==> config.mk <==
export PLATFORM = sky130hd
export DESIGN_NAME = dcache2_evict_ctrl
export DESIGN_NICKNAME = d
export VERILOG_FILES = /design/src/rtl/dcache2_evict_ctrl_pkg.sv /design/src/rtl/dcache2_flush_walker.sv /design/src/rtl/dcache2_evict_ctrl.sv
export SDC_FILE = /design/constraint.sdc
export NUM_CORES = 1
export LEC_CHECK = 0
export ABC_AREA = 1
export CORE_MARGIN = 5
export CORE_UTILIZATION = 37
export DETAILED_ROUTE_END_ITERATION = 7
export HOLD_SLACK_MARGIN = 0.06
export PLACE_DENSITY = 0.75
export SLEW_MARGIN = 20
export SYNTH_ARGS = -nofsm -noshare
export SYNTH_HDL_FRONTEND = slang
export SYNTH_SLANG_ARGS = --single-unit
==> constraint.sdc <==
create_clock -name clk -period 1.2 [get_ports clk]
set_clock_uncertainty 0.05 [all_clocks]
set_input_delay 0.24 -clock clk [delete_from_list [all_inputs] [get_ports clk]]
set_output_delay 0.24 -clock clk [all_outputs]
set_load 0.05 [all_outputs]
==> src/rtl/dcache2_evict_ctrl_pkg.sv <==
// Shared types and constants for the L2 data-cache eviction controller.
// Holds the sequencer state encoding and the line index width.
package dcache2_evict_ctrl_pkg;

    localparam int DC2_LINE_AW = 8;

    typedef enum logic [3:0] {
        ST_IDLE,
        ST_RD,
        ST_CHK,
        ST_WB,
        ST_INS,
        ST_FRD,
        ST_FCHK,
        ST_FWB,
        ST_FCLR
    } dc2_evict_state_t;

endpackage

==> src/rtl/dcache2_flush_walker.sv <==
// Flush walker line index counter with wrap and last-line detect.
// Ports: clk/rst, start_i clears index, step_i advances, idx_o, last_o.
module dcache2_flush_walker
    import dcache2_evict_ctrl_pkg::*;
#(
    parameter int AW = DC2_LINE_AW
) (
    input  logic          clk,
    input  logic          rst,
    input  logic          start_i,
    input  logic          step_i,
    output logic [AW-1:0] idx_o,
    output logic          last_o
);

    logic [AW-1:0] idx_q;
    logic [AW-1:0] idx_d;

    always_comb begin
        idx_d = idx_q;
        if (start_i) begin
            idx_d = '0;
        end else if (step_i) begin
            // Natural wrap after the top line leaves the counter at 0
            idx_d = idx_q + {{(AW-1){1'b0}}, 1'b1};
        end
    end

    always_ff @(posedge clk) begin
        if (rst) begin
            idx_q <= '0;
        end else begin
            idx_q <= idx_d;
        end
    end

    assign idx_o  = idx_q;
    assign last_o = (idx_q == {AW{1'b1}});

endmodule

==> src/rtl/dcache2_evict_ctrl.sv <==
// Eviction/fill sequencer in front of the L2 dirty-bit array: checks the
// victim's dirty bit, writes it back if needed, then inserts the new state.
// Ports: fill_* request/handshake, dirty_rd_* array read port, ins_* insert
// port 0, wb_* writeback handshake, flush_req_i/flush_done_o walker control.
// Macro DC2_EVICT_FLUSH_EN enables the flush walker; otherwise flush_req_i
// is ignored and flush_done_o is tied low.
module dcache2_evict_ctrl
    import dcache2_evict_ctrl_pkg::*;
#(
    parameter int ADDR_WIDTH = DC2_LINE_AW
) (
    input  logic                  clk,
    input  logic                  rst,
    input  logic                  fill_req_i,
    input  logic [ADDR_WIDTH-1:0] fill_addr_i,
    input  logic                  fill_dirty_i,
    output logic                  fill_ready_o,
    output logic                  fill_done_o,
    output logic                  dirty_rd_en_o,
    output logic [ADDR_WIDTH-1:0] dirty_rd_addr_o,
    input  logic                  dirty_rd_data_i,
    output logic                  ins_en_o,
    output logic [ADDR_WIDTH-1:0] ins_addr_o,
    output logic                  ins_dirty_o,
    output logic                  wb_req_o,
    output logic [ADDR_WIDTH-1:0] wb_addr_o,
    input  logic                  wb_ack_i,
    input  logic                  flush_req_i,
    output logic                  flush_done_o
);

    dc2_evict_state_t      state_q, state_d;
    logic [ADDR_WIDTH-1:0] addr_q, addr_d;
    logic                  dirty_q, dirty_d;
    // Read address is held between reads so the array sees a stable index
    logic [ADDR_WIDTH-1:0] rd_addr_q, rd_addr_d;

`ifdef DC2_EVICT_FLUSH_EN
    logic                  fdone_q, fdone_d;
    logic                  walk_start;
    logic                  walk_step;
    logic [ADDR_WIDTH-1:0] walk_idx;
    logic                  walk_last;

    dcache2_flush_walker #(
        .AW(ADDR_WIDTH)
    ) u_walker (
        .clk    (clk),
        .rst    (rst),
        .start_i(walk_start),
        .step_i (walk_step),
        .idx_o  (walk_idx),
        .last_o (walk_last)
    );

    assign flush_done_o = fdone_q;
`else
    logic unused_flush;
    assign unused_flush = flush_req_i;
    assign flush_done_o = 1'b0;
`endif

    always_comb begin
        state_d         = state_q;
        addr_d          = addr_q;
        dirty_d         = dirty_q;
        rd_addr_d       = rd_addr_q;
        fill_ready_o    = 1'b0;
        fill_done_o     = 1'b0;
        dirty_rd_en_o   = 1'b0;
        dirty_rd_addr_o = rd_addr_q;
        ins_en_o        = 1'b0;
        ins_addr_o      = '0;
        ins_dirty_o     = 1'b0;
        wb_req_o        = 1'b0;
        wb_addr_o       = '0;
`ifdef DC2_EVICT_FLUSH_EN
        fdone_d         = 1'b0;
        walk_start      = 1'b0;
        walk_step       = 1'b0;
`endif
        case (state_q)
            ST_IDLE: begin
                fill_ready_o = 1'b1;
                // A pending fill takes priority over starting a flush
                if (fill_req_i) begin
                    addr_d  = fill_addr_i;
                    dirty_d = fill_dirty_i;
                    state_d = ST_RD;
                end
`ifdef DC2_EVICT_FLUSH_EN
                else if (flush_req_i) begin
                    walk_start = 1'b1;
                    state_d    = ST_FRD;
                end
`endif
            end
            ST_RD: begin
                dirty_rd_en_o   = 1'b1;
                dirty_rd_addr_o = addr_q;
                rd_addr_d       = addr_q;
                state_d         = ST_CHK;
            end
            ST_CHK: begin
                state_d = dirty_rd_data_i ? ST_WB : ST_INS;
            end
            ST_WB: begin
                wb_req_o  = 1'b1;
                wb_addr_o = addr_q;
                if (wb_ack_i) begin
                    state_d = ST_INS;
                end
            end
            ST_INS: begin
                ins_en_o    = 1'b1;
                ins_addr_o  = addr_q;
                ins_dirty_o = dirty_q;
                fill_done_o = 1'b1;
                state_d     = ST_IDLE;
            end
`ifdef DC2_EVICT_FLUSH_EN
            ST_FRD: begin
                dirty_rd_en_o   = 1'b1;
                dirty_rd_addr_o = walk_idx;
                rd_addr_d       = walk_idx;
                state_d         = ST_FCHK;
            end
            ST_FCHK: begin
                if (dirty_rd_data_i) begin
                    state_d = ST_FWB;
                end else begin
                    walk_step = 1'b1;
                    fdone_d   = walk_last;
                    state_d   = walk_last ? ST_IDLE : ST_FRD;
                end
            end
            ST_FWB: begin
                wb_req_o  = 1'b1;
                wb_addr_o = walk_idx;
                if (wb_ack_i) begin
                    state_d = ST_FCLR;
                end
            end
            ST_FCLR: begin
                ins_en_o    = 1'b1;
                ins_addr_o  = walk_idx;
                ins_dirty_o = 1'b0;
                walk_step   = 1'b1;
                fdone_d     = walk_last;
                state_d     = walk_last ? ST_IDLE : ST_FRD;
            end
`endif
            default: begin
                state_d = ST_IDLE;
            end
        endcase
    end

    always_ff @(posedge clk) begin
        if (rst) begin
            state_q   <= ST_IDLE;
            addr_q    <= '0;
            dirty_q   <= 1'b0;
            rd_addr_q <= '0;
`ifdef DC2_EVICT_FLUSH_EN
            fdone_q   <= 1'b0;
`endif
        end else begin
            state_q   <= state_d;
            addr_q    <= addr_d;
            dirty_q   <= dirty_d;
            rd_addr_q <= rd_addr_d;
`ifdef DC2_EVICT_FLUSH_EN
            fdone_q   <= fdone_d;
`endif
        end
    end

endmodule
==> results by group <==
Critical path
  – CP Launch Type: flip-flop
  – Worst Path Required: 0.91 ns
  – Delay-heaviest family, CP: buffers and inverters
  – Crit Reg-Reg Startpoint: state_q[1]
  – Crit Path Category: reg2out
  – Crit. Startpoint: state_q[1]
  – CP max stage delay: about 0.39 ns
  – Worst Path Arrival: about 1.5 ns
  – Crit-path cells: clkinvlp_4, nand3_4, buf_6, o21ai_4, inv_2, buf_12
  – CP max FO: 6
  – Worst setup endpoint: dirty_rd_addr_o[2]
  – R2R depth: 9
  – Reg-to-Reg End: addr_q[5]
  – Slowest cell on the critical path: dfxtp_4
  – CP Buf/Inv Count: 4
  – CP Depth: 6
  – Flop-to-flop setup slack: -0.39 ns
  – CP Capture Type: output port

Placement
  – Port bufs: 43
  – DP Wirelength: approximately 2400 um
  – Place WS: -0.2170 ns
  – Gpl congestion: between 0.8 and 0.9

Yosys
  – Post-Syn Area: about 1000 um2
  – Synth warn: 0
  – Post-synthesis sequential area ratio: 0.3869
  – Mean Syn Cell Area: around 6.4 um2
  – Top cells by area, synth: dfxtp_1, nor2_1, nand2_1, inv_1, o21ai_2
  – Largest area contributor in the netlist: dfxtp_1
  – Yosys top cell area share: 0.3869
  – Synth Instances: ~160
  – Syn_nets: ~180
  – Distinct cells, synth: 15
  – Seq cells post-synth: 20

Timing
  – Final count of pins violating max slew: 0
  – Crit path setup slack, layout: -0.6137 ns
  – Period utilization: 1.511
  – Final setup violation count: 45
  – RSZ-0062 raised after global routing: true
  – Final hold violation count: 0
  – Achievable Freq: 551.4 MHz
  – Post-layout minimum cycle time: 1.814 ns

Die
  – Die Ht: roughly 63 um
  – Core ar.: around 2700 um2
  – DIE AREA: about 4000 um2
  – Initial core utilization: 0.3818
  – Die span in x: roughly 63 um
  – # rows: 19
  – IO Pins: 46

Outcome
  – Failing checks: negative setup slack
  – Outcome: finished with violations

Final layout
  – Commonest non-fill, non-tap cells in the layout: buf_12, nor2_1, inv_1
  – Commonest non-fill, non-tap cell in the layout: buf_12
  – Number of diodes: 0
  – Area Overhead vs Synth: 126.5%
  – Nets: about 240
  – Layout cells sized above 1: 0.5702

Global route
  – Vias in the first global route: around 1300
  – First-pass GRT wire length: ~7000 um
  – Met1 Use GR: 0.2631
  – Largest net degree at the start of global routing: 12
  – Overflow after GRT: 0
  – Met2 Resource Use GR: 0.3718
  – Grt peak-use layer: met2
  – Gr usage total: 0.2158
  – Initial antenna violation count: 0
  – Met3 usage: 0.04856

Clock network
  – CTS tree: done
  – H-tree levels: 1
  – CTS Buf Count: 3
  – CTS clk-pin slew, worst paths: around 0.13 ns
  – Clk Latency, worst-skew pair: 0.32 ns
  – Clock sink count: 20
  – CTS root buf: clkbuf_4
  – Hold_buf cts: 0
  – CTS Buffer Depth: 2

Detailed routing
  – First DRT Iteration DRCs: 70
  – DR pass1 iterations: 4
  – Routed Antenna Nets: 0
  – Via count: ~1300
  – Vias/cell: 5.042
  – Routed length per instance: 17.96 um
  – WL final: around 4700 um
  – Remaining routing DRC violations: 0

Worst hold path
  – Hold WC Path Type: in2reg

Power and ir drop
  – Total power: around 3.6 mW
  – Worst vdd ir: between 1 and 1.5 mV
  – LEAKAGE: approximately 1.0 nW
  – PD cells: 1546 nW/um2

Job
  – Max_cap viols: 0
sequential cells by signal, indices dropped and copies added (netlist names):
signal	flops
addr_q	8
rd_addr_q	8
state_q	3
dirty_q	1
cells in the mapped netlist (all sizes together):
| cell type | n |
|---|---|
| buf | 4 |
| clkbuf | 1 |
| clkinv | 1 |
| conb | 1 |
| dfxtp | 20 |
| inv | 34 |
| nand2 | 35 |
| nand3 | 4 |
| nor2 | 53 |
| nor3 | 1 |
| o21ai | 8 |
how the worst min path moves through the flow:
stage                     depth (start not counted)  slack (ns)      startpoint            to
after CTS                                         3        0.45    fill_dirty_i       dirty_q
final                                             3        0.44    fill_dirty_i       dirty_q
after floorplan                                   2        0.32  fill_addr_i[0]     addr_q[0]
after global routing                              3        0.46    fill_dirty_i       dirty_q
after global placement                            2        0.45       addr_q[1]  rd_addr_q[1]
after detailed placement                          2        0.46       addr_q[1]  rd_addr_q[1]
metal layers:
metal | share of wire | wire (um) | vias to the layer above
met5 | 0 | 0 | -
met4 | 0.023 | 106 | 0
met3 | 0.098 | 458 | 11
met2 | 0.52 | 2441 | 86
met1 | 0.35 | 1646 | 604
li1 | - | - | 605
cell families after synthesis:
logic type | synth area share
flip-flops | 0.3869
other | 0.003624
AO/OA/AOI/OAI | 0.06772
buffers and inverters | 0.1669
AND/OR/NAND/NOR | 0.3748
repair_timing:
item | CTS | global route
cloned | 5 | 0
resized for setup | 21 | 32
setup endpoints to repair | 41 | 46
endpoints found under the hold margin | 0 | 0
pin swaps | 5 | 5
setup buffers | 3 | 8
cell type report:
type / count / area (um2)
Sequential cell: 20 / 407.9
Tap cell: 31 / 38.79
Fill cell: 113 / 366.6
Multi-Input combinational cell: 107 / 795.8
Inverter: 35 / 148.9
Timing Repair Buffer: 62 / 915.9
Clock buffer: 4 / 36.28
metrics by stage:
stage / util / std cells / setup TNS (ns) / hold slack [ns] / cell area, um2
2_1_floorplan: - / 162 / -6.683 / 0.3249 / 1199
3_3_place_gp: 0.7419 / 241 / -4.713 / 0.4509 / 2011
3_5_place_dp: 0.7419 / 241 / -5.801 / 0.4599 / 2011
4_1_cts: 0.8130 / 253 / -16.41 / 0.4460 / 2203
5_1_grt: 0.8647 / 259 / -22.18 / 0.4644 / 2344
6_report: 0.8647 / 259 / -20.13 / 0.4372 / 2344
power breakdown:
group | total (mW) | switching (mW) | internal [mW]
clock | 0.431 | 0.245 | 0.186
sequential | 0.877 | 0.0951 | 0.782
combinational | 2.32 | 1.33 | 0.988
total | 3.62 | 1.67 | 1.96
worst register-to-register path, stage by stage (launching register included):
cell and delay [ns]:
dfxtp_4 0.39, buf_12 0.13, nor2_4 0.17, buf_6 0.15, buf_6 0.09, buf_8 0.13
nand3_4 0.13, nand2_2 0.11, nand2_1 0.07, nor2_1 0.10
Note: power is estimated with default switching activity, not from simulation.
